[src/rtl/i2s_rx.sv]
`timescale 1ns/1ps
// I2S receiver: synchronizes sck/ws/sd into clk, deserializes left/right words and presents
// stereo frames over a valid/ready handshake. Define I2S_RX_OVERRUN_EN to drop-and-flag instead of overwrite.
module i2s_rx #(
    parameter int AUDIO_DW    = 8,
    parameter int SYNC_STAGES = 2
) (
    input  logic                clk,
    input  logic                rst_n,
    input  logic                enable_i,
    input  logic                i2s_sck_i,
    input  logic                i2s_ws_i,
    input  logic                i2s_sd_i,
    output logic [AUDIO_DW-1:0] l_data_o,
    output logic [AUDIO_DW-1:0] r_data_o,
    output logic                frame_valid_o,
    input  logic                frame_ready_i,
    output logic                overrun_o,
    input  logic                clr_overrun_i
);

    localparam int CW = $clog2(AUDIO_DW + 1);
    localparam logic [CW-1:0] CNT_MAX = CW'(AUDIO_DW);

    localparam logic [1:0] ST_SYNC  = 2'd0;
    localparam logic [1:0] ST_LEFT  = 2'd1;
    localparam logic [1:0] ST_RIGHT = 2'd2;

    logic [SYNC_STAGES-1:0] sck_sync;
    logic [SYNC_STAGES-1:0] ws_sync;
    logic [SYNC_STAGES-1:0] sd_sync;
    logic                   sck_prev;
    logic                   ws_prev;
    logic                   sck_s;
    logic                   ws_s;
    logic                   sd_s;
    logic                   sck_rise;
    logic                   ws_edge;

    logic [1:0]             state;
    logic [AUDIO_DW-1:0]    shift_reg;
    logic [AUDIO_DW-1:0]    left_word;
    logic [AUDIO_DW-1:0]    cur_word;
    logic [CW-1:0]          bit_cnt;
    logic                   frame_done;
    logic                   handshake;
    logic                   load_frame;

    assign sck_s    = sck_sync[SYNC_STAGES-1];
    assign ws_s     = ws_sync[SYNC_STAGES-1];
    assign sd_s     = sd_sync[SYNC_STAGES-1];
    assign sck_rise = sck_s & ~sck_prev;
    assign ws_edge  = ws_s ^ ws_prev;

    always_ff @(posedge clk) begin
        if (!rst_n) begin
            sck_sync <= '0;
            ws_sync  <= '0;
            sd_sync  <= '0;
            sck_prev <= 1'b0;
            ws_prev  <= 1'b0;
        end else begin
            sck_sync <= {sck_sync[SYNC_STAGES-2:0], i2s_sck_i};
            ws_sync  <= {ws_sync[SYNC_STAGES-2:0], i2s_ws_i};
            sd_sync  <= {sd_sync[SYNC_STAGES-2:0], i2s_sd_i};
            sck_prev <= sck_s;
            if (sck_rise) begin
                ws_prev <= ws_s;
            end
        end
    end

    // Word including the bit on the current rise; a saturated counter matches no position.
    always_comb begin
        cur_word = shift_reg;
        for (int i = 0; i < AUDIO_DW; i++) begin
            if (bit_cnt == CW'(AUDIO_DW - 1 - i)) begin
                cur_word[i] = sd_s;
            end
        end
    end

    always_ff @(posedge clk) begin
        if (!rst_n) begin
            state     <= ST_SYNC;
            shift_reg <= '0;
            bit_cnt   <= '0;
            left_word <= '0;
        end else if (!enable_i) begin
            state     <= ST_SYNC;
            shift_reg <= '0;
            bit_cnt   <= '0;
        end else if (sck_rise) begin
            case (state)
                ST_SYNC: begin
                    if (ws_edge && !ws_s) begin
                        state     <= ST_LEFT;
                        shift_reg <= '0;
                        bit_cnt   <= '0;
                    end
                end
                ST_LEFT, ST_RIGHT: begin
                    if (ws_edge) begin
                        if (state == ST_LEFT) begin
                            left_word <= cur_word;
                        end
                        state     <= (state == ST_LEFT) ? ST_RIGHT : ST_LEFT;
                        shift_reg <= '0;
                        bit_cnt   <= '0;
                    end else begin
                        shift_reg <= cur_word;
                        if (bit_cnt < CNT_MAX) begin
                            bit_cnt <= bit_cnt + 1'b1;
                        end
                    end
                end
                default: begin
                    state <= ST_SYNC;
                end
            endcase
        end
    end

    assign frame_done = enable_i && sck_rise && (state == ST_RIGHT) && ws_edge && !ws_s;
    assign handshake  = frame_valid_o && frame_ready_i;

`ifdef I2S_RX_OVERRUN_EN
    logic overrun_q;

    assign load_frame = frame_done && (!frame_valid_o || frame_ready_i);
    assign overrun_o  = overrun_q;

    // Set takes priority over clear when both happen on one edge.
    always_ff @(posedge clk) begin
        if (!rst_n) begin
            overrun_q <= 1'b0;
        end else if (frame_done && !load_frame) begin
            overrun_q <= 1'b1;
        end else if (clr_overrun_i) begin
            overrun_q <= 1'b0;
        end
    end
`else
    logic unused_clr;

    assign load_frame = frame_done;
    assign overrun_o  = 1'b0;
    assign unused_clr = clr_overrun_i;
`endif

    always_ff @(posedge clk) begin
        if (!rst_n) begin
            l_data_o      <= '0;
            r_data_o      <= '0;
            frame_valid_o <= 1'b0;
        end else if (load_frame) begin
            l_data_o      <= left_word;
            r_data_o      <= cur_word;
            frame_valid_o <= 1'b1;
        end else if (handshake) begin
            frame_valid_o <= 1'b0;
        end
    end

endmodule

[config.mk]
export PLATFORM = sky130hd
export DESIGN_NAME = i2s_rx
export DESIGN_NICKNAME = d
export VERILOG_FILES = /design/src/rtl/i2s_rx.sv
export SDC_FILE = /design/constraint.sdc
export NUM_CORES = 1
export LEC_CHECK = 0
export BUFFER_PORTS_ARGS = -buffer_cell sky130_fd_sc_hd__buf_2
export CAP_MARGIN = 10
export CORE_UTILIZATION = 59
export CTS_BUF_LIST = sky130_fd_sc_hd__clkbuf_2
export CTS_CLUSTER_SIZE = 24
export DETAILED_ROUTE_END_ITERATION = 12
export PLACE_DENSITY = 0.88
export SYNTH_ARGS = -nofsm -noshare
export SYNTH_HDL_FRONTEND = slang
export SYNTH_SLANG_ARGS = --single-unit
[constraint.sdc]
create_clock -name clk -period 2.1 [get_ports clk]
set_clock_uncertainty 0.1 [all_clocks]
set_input_delay 0.42 -clock clk [delete_from_list [all_inputs] [get_ports clk]]
set_output_delay 0.42 -clock clk [all_outputs]
set_load 0.02 [all_outputs]
==> flow_metrics.env, run 1 <==
export IMPL_finalPower_mw=1.433
export IMPL_diodes=0
export IMPL_yosys_area_top_type_share_pct=46.74
export IMPL_area_growth_pct=11.44
export IMPL_die_w_um=60.42
export IMPL_track_usage_pct=22.21
export IMPL_vias=1492
export IMPL_tns_ps=0
export IMPL_clkLatencyLatePin_ps=440
export IMPL_layout_drive_gt1_share_pct=17.60
export IMPL_hold_class="in2reg"
export IMPL_finalWirelength_um=3599
export IMPL_rsz0062_at_grt="no"
export IMPL_grt_pass1_vias=1279
export IMPL_grt_ovfl_total=0
export IMPL_cts_hold_buf=0
export IMPL_crit_arrival_ps=2200
export IMPL_clkSinkCount=47
export IMPL_vias_per_cell=5.386
export IMPL_vdd_drop_max_uv=430.6
export IMPL_post_synth_inst_count=208
export IMPL_htreeDepth=2
export IMPL_cap_violations=0
export IMPL_ys_async_sr_fraction_pct=0
export IMPL_antenna_found_initial=0
export IMPL_p_leak_nw=0.9502
export IMPL_wl_met2_um=1621
export IMPL_hold_violations=0
export IMPL_drc=0
export IMPL_io_pin_count=26
export IMPL_drtAntennaViolNets=0
export IMPL_grt_pass1_wl_um=5844
export IMPL_final_nets=251
export IMPL_period_needed_ps=1928
export IMPL_end_kind="register"
export IMPL_coreArea_um2=3153
export IMPL_fin_area_um2=2243
export IMPL_synth_avg_cell_area_um2=9.679
export IMPL_holdWs_ps=77.28
export IMPL_period_share_pct=91.79
export IMPL_final_setup_viol_count=0
export IMPL_drt_met1_wl_um=1741
export IMPL_status="finished, final reports clean"
export IMPL_dpl_cell_count=269
export IMPL_ctsLongestPathBuffers=2
export IMPL_syn_area_um2=2013
export IMPL_clockRootBuffer="clkbuf_2"
export IMPL_start_util_pct=63.85
export IMPL_crit_fanout=6
export IMPL_ys_types=30
export IMPL_start_kind="register"
export IMPL_rows=20
export IMPL_grt_max_degree=33
export IMPL_die_h_um=60.42
export IMPL_dr_pass1_iters=4
export IMPL_placed_area_um2=2173
export IMPL_pwr_density_cell_nw_per_um2=638.7
export IMPL_ys_seq_elements=47
export IMPL_drt_iter0_drc=74
export IMPL_portBuffers=23
export IMPL_cts_tree="done"
export IMPL_synthTopCellsByArea="dfxtp_1, mux2i_1, ha_1, a21oi_1, o21ai_0"
export IMPL_syn_num_nets=227
export IMPL_yosys_warnings=0
export IMPL_slew_viol_final=0
export IMPL_highest_layer="met4"
export IMPL_clock_fmax_mhz=518.8
export IMPL_synth_edf_count=0
export IMPL_routedWlPerCell_um=12.99
export IMPL_cts_made_buffers=5
export IMPL_path_clk_slew_ps=220
export IMPL_yosysMostFrequentCell="dfxtp_1"
export IMPL_hpwl_um=2471
export IMPL_required_ps=2380
export IMPL_ys_seq_area_share_pct=46.74
export IMPL_dieArea_um2=3650
export IMPL_ys_flop_type="dfxtp_1"
export IMPL_ys_top_cells_by_count="dfxtp_1, a21oi_1, mux2i_1"
export IMPL_fin_cells=277
export IMPL_path_class="reg2reg"
export IMPL_met3_length_um=158
export IMPL_gp_congestion=0.8186
export IMPL_synth_area_leader_cell="dfxtp_1"
routing by layer:
| metal | vias up | GRT usage (%) |
|---|---|---|
| met5 | - | 0 |
| met4 | 0 | 11.69 |
| met3 | 8 | 4.478 |
| met2 | 36 | 32.65 |
| met1 | 676 | 30.95 |
| li1 | 772 | - |
placed cells by master (no fill, tap or decap):
cell | netlist | layout
clkbuf_2 | 0 | 5
nand3b_1 | 2 | 2
and4b_1 | 1 | 1
inv_1 | 11 | 11
nand2_1 | 11 | 11
and2b_4 | 1 | 1
inv_6 | 0 | 1
buf_2 | 3 | 23
nand4b_1 | 2 | 2
a21oi_1 | 19 | 19
or3_1 | 3 | 3
o21a_1 | 1 | 1
o41ai_1 | 4 | 4
dfxtp_2 | 0 | 2
o21ai_1 | 1 | 1
o221a_2 | 1 | 1
nor2b_1 | 11 | 11
mux2i_1 | 19 | 19
conb_1 | 1 | 1
nor3b_1 | 4 | 4
nor2_1 | 5 | 5
buf_4 | 2 | 6
and2_1 | 8 | 8
nor3_1 | 1 | 1
ha_1 | 11 | 11
buf_12 | 0 | 1
nand2b_1 | 2 | 2
o211ai_1 | 1 | 1
nand3_1 | 7 | 7
clkinv_1 | 0 | 1
dfxtp_1 | 47 | 45
bufinv_16 | 0 | 1
a32o_1 | 5 | 5
o21ai_0 | 16 | 16
kinds of logic (layout without fill, tap and decap cells):
kind of cell    count (synthesis)  in the layout  share of synthesized area (%)
compound gates                 48             48                          14.48
fa+ha+maj                      11             11                          6.836
buf+inv                        24             49                          5.779
flops                          47             47                          46.74
mux                            19             19                          9.447
other cells                     1              1                         0.1863
simple gates                   58             58                          16.53
worst paths after layout:
kind	startpoint	endpoint	slack, ps	depth (start not counted)
min reg2reg	sck_sync[0]$_SDFF_PN0_	sck_sync[1]$_SDFF_PN0_	360	1
max	state[0]$_SDFFE_PN0P_	bit_cnt[1]$_SDFFE_PN0P_	170	6
max reg2reg	state[0]$_SDFFE_PN0P_	bit_cnt[1]$_SDFFE_PN0P_	170	6
min	i2s_sd_i	sd_sync[0]$_SDFF_PN0_	80	2
area by class of cell:
class,instances,area [um2]
Clock buffer,5,25.02
Clock inverter,3,42.54
Fill cell,266,909.6
Inverter,11,41.29
Multi-Input combinational cell,137,955.9
Sequential cell,47,943.4
Tap cell,44,55.05
Timing Repair Buffer,30,180.2
worst max-delay path: stages, from the launching register on:
cell and delay (ps):
dfxtp_2 430, inv_1 90, ha_1 410, nor2_1 70, nand4b_1 280, or3_1 360
a21oi_1 140
repair_timing:
item	in CTS	in global routing
endpoints found under the setup margin	0	4
buffers inserted	0	0
gates resized for setup	0	2
per-stage QoR:
stage	setup slack (ps)	util (%)
after global routing	3.008	71.15
after detailed placement	179.5	68.93
after floorplan	317.2	-
final	172.5	71.15
after global placement	224.5	68.93
after CTS	112.0	71.07
power breakdown:
| group | switching (mW) | internal (mW) | total, mW |
|---|---|---|---|
| combinational | 0.0225 | 0.0156 | 0.0381 |
| clock | 0.289 | 0.202 | 0.491 |
| sequential | 0.00336 | 0.900 | 0.904 |
| total | 0.315 | 1.12 | 1.43 |
Power figures use the tool's default switching activity.
==> inputs of run 2 (changes only) <==
--- a/config.mk
+++ b/config.mk
@@ -7,11 +7,13 @@
 export LEC_CHECK = 0
 export BUFFER_PORTS_ARGS = -buffer_cell sky130_fd_sc_hd__buf_2
 export CAP_MARGIN = 10
-export CORE_UTILIZATION = 59
+export CORE_UTILIZATION = 64
 export CTS_BUF_LIST = sky130_fd_sc_hd__clkbuf_2
 export CTS_CLUSTER_SIZE = 24
 export DETAILED_ROUTE_END_ITERATION = 12
-export PLACE_DENSITY = 0.88
+export PLACE_DENSITY = 0.94
+export RECOVER_POWER = 25
+export REMOVE_ABC_BUFFERS = 1
 export SYNTH_ARGS = -nofsm -noshare
 export SYNTH_HDL_FRONTEND = slang
 export SYNTH_SLANG_ARGS = --single-unit
==> constraint.sdc (replaced) <==
create_clock -name clk -period 2.42 [get_ports clk]
set_clock_uncertainty 0.1 [all_clocks]
set_input_delay 0.484 -clock clk [delete_from_list [all_inputs] [get_ports clk]]
set_output_delay 0.484 -clock clk [all_outputs]
set_load 0.02 [all_outputs]
==> flow_metrics.env, run 2 (synthesis results as in run 1) <==
export IMPL_status="finished, final reports clean"
export IMPL_setup_ws_ps=336.2
export IMPL_post_cts_buffers=0
export IMPL_vias_per_cell=5.616
export IMPL_rows=19
export IMPL_dieArea_um2=3374
export IMPL_start_util_pct=69.99
export IMPL_hold_end="sd_sync[0]$_SDFF_PN0_"
export IMPL_p_leak_nw=0.8816
export IMPL_hold_depth=2
export IMPL_end_kind="register"
export IMPL_drtAntennaViolNets=0
export IMPL_r2r_start="state[0]$_SDFFE_PN0P_"
export IMPL_grt_ovfl_total=0
export IMPL_io_pin_count=26
export IMPL_final_cell_mix="dfxtp_1, mux2i_1, a21oi_1, o21ai_0, buf_2"
export IMPL_cts_hold_buf=0
export IMPL_placed_area_um2=2136
export IMPL_final_nets=248
export IMPL_period_share_pct=86.11
export IMPL_r2r_cells=6
export IMPL_drt_iter0_drc=60
export IMPL_routedWlPerCell_um=13.79
export IMPL_crit_fanout=8
export IMPL_regToRegEndpoint="state[0]$_SDFFE_PN0P_"
export IMPL_fin_cells=271
export IMPL_clkSinkCount=47
export IMPL_rsz0062_at_grt="no"
export IMPL_grt_pass1_vias=1458
export IMPL_area_growth_pct=8.452
export IMPL_final_setup_viol_count=0
export IMPL_grt_pass1_wl_um=6555
export IMPL_slew_viol_final=0
export IMPL_antenna_found_initial=0
export IMPL_slowest_delay_ps=450
export IMPL_required_ps=2670
export IMPL_crit_chain="inv_1 -> ha_1 -> nand2_1 -> nand3_1 -> or3_1 -> a21oi_1"
export IMPL_slew_headroom_pct=31.50
export IMPL_start_kind="register"
export IMPL_cts_tree="done"
export IMPL_vdd_drop_max_uv=473.0
export IMPL_coreArea_um2=2877
export IMPL_path_class="reg2reg"
export IMPL_cap_violations=0
export IMPL_drc=0
export IMPL_fillers=204
export IMPL_hold_violations=0
export IMPL_pwr_density_cell_nw_per_um2=563.0
export IMPL_die_w_um=58.09
export IMPL_vias=1522
export IMPL_clock_fmax_mhz=479.9
export IMPL_crit_arrival_ps=2330
export IMPL_grt_max_degree=34
export IMPL_min_delay_start="i2s_sd_i"
export IMPL_tns_ps=0
export IMPL_clkLatencyLatePin_ps=410
export IMPL_cp_slowest_cell="dfxtp_1"
export IMPL_track_usage_pct=25.77
export IMPL_dpl_worst_slack_ps=377.6
export IMPL_cts_resized=0
export IMPL_tightest_slew_ps=1028
export IMPL_ctsLongestPathBuffers=2
export IMPL_finalWirelength_um=3738
export IMPL_cts_made_buffers=5
export IMPL_path_clk_slew_ps=220
export IMPL_layout_commonest_cell="dfxtp_1"
export IMPL_hpwl_um=2649
export IMPL_diodes=0
export IMPL_period_needed_ps=2084
export IMPL_htreeDepth=2
export IMPL_layout_drive_gt1_share_pct=11.35
export IMPL_gp_congestion=0.9504
export IMPL_clockRootBuffer="clkbuf_2"
export IMPL_fin_area_um2=2183
export IMPL_dr_pass1_iters=5
export IMPL_die_h_um=58.09
export IMPL_r2r_slack_ps=340
export IMPL_portBuffers=23
export IMPL_hold_class="in2reg"
export IMPL_dpl_cell_count=264
## run 2: cell count changes in the layout (fill, tap and decap cells not counted), moves of 3 or more
cell and change:
and2_0 +4, buf_2 -9, buf_4 -3, clkbuf_1 +10, and2_1 -4
## run 2: routing by layer
layer	track usage [%]	vias to the layer above	wire, um	part of all wire (%)
met2	43.02	22	1840	49
met3	7.589	7	95	2.5
met1	31.49	735	1744	47
li1	-	758	-	-
met5	0	-	0	0
met4	9.524	0	58	1.6
## run 2: stage by stage
step / utilization [%] / hold slack, ps / power (mW)
4_1_cts: 76.42 / 145.7 / 1.229
5_1_grt: 75.90 / 125.2 / 1.261
6_report: 75.90 / 155.1 / 1.229
2_1_floorplan: - / 311.8 / 0.8156
3_3_place_gp: 74.25 / 313.2 / 0.8312
3_5_place_dp: 74.25 / 319.9 / 0.8333
## run 2: worst max-delay path by stage
stage	slack, ps	endpoint	startpoint	cells after the start
3_3_place_gp	450	state[0]$_SDFFE_PN0P_	state[0]$_SDFFE_PN0P_	6
4_1_cts	330	state[0]$_SDFFE_PN0P_	state[0]$_SDFFE_PN0P_	6
5_1_grt	160	state[0]$_SDFFE_PN0P_	state[0]$_SDFFE_PN0P_	6
3_5_place_dp	380	state[0]$_SDFFE_PN0P_	state[0]$_SDFFE_PN0P_	6
2_1_floorplan	360	l_data_o[0]$_SDFFE_PN0P_	ws_sync[1]$_SDFF_PN0_	6
6_report	340	state[0]$_SDFFE_PN0P_	state[0]$_SDFFE_PN0P_	6
## run 2: cell type report
class / count / area [um2] / share of cell area, %
Timing Repair Buffer: 27 / 130.1 / 5.960
Clock inverter: 2 / 37.54 / 1.719
Tap cell: 42 / 52.55 / 2.407
Multi-Input combinational cell: 137 / 955.9 / 43.78
Clock buffer: 5 / 25.02 / 1.146
Inverter: 11 / 41.29 / 1.891
Sequential cell: 47 / 940.9 / 43.09
## run 2: where the power goes
part           internal (mW)  total [mW]  leakage, nW  switching, mW
Sequential             0.781       0.784        0.380        0.00311
Combinational         0.0125      0.0332        0.467         0.0207
Clock                  0.169       0.412       0.0350          0.243
## run 2: critical path: cells and delay by family (launching register included)
family          cells  cell delay [ps]
compound gates      1              140
flops               1              450
fa+ha+maj           1              390
buf+inv             1              100
simple gates        3              840
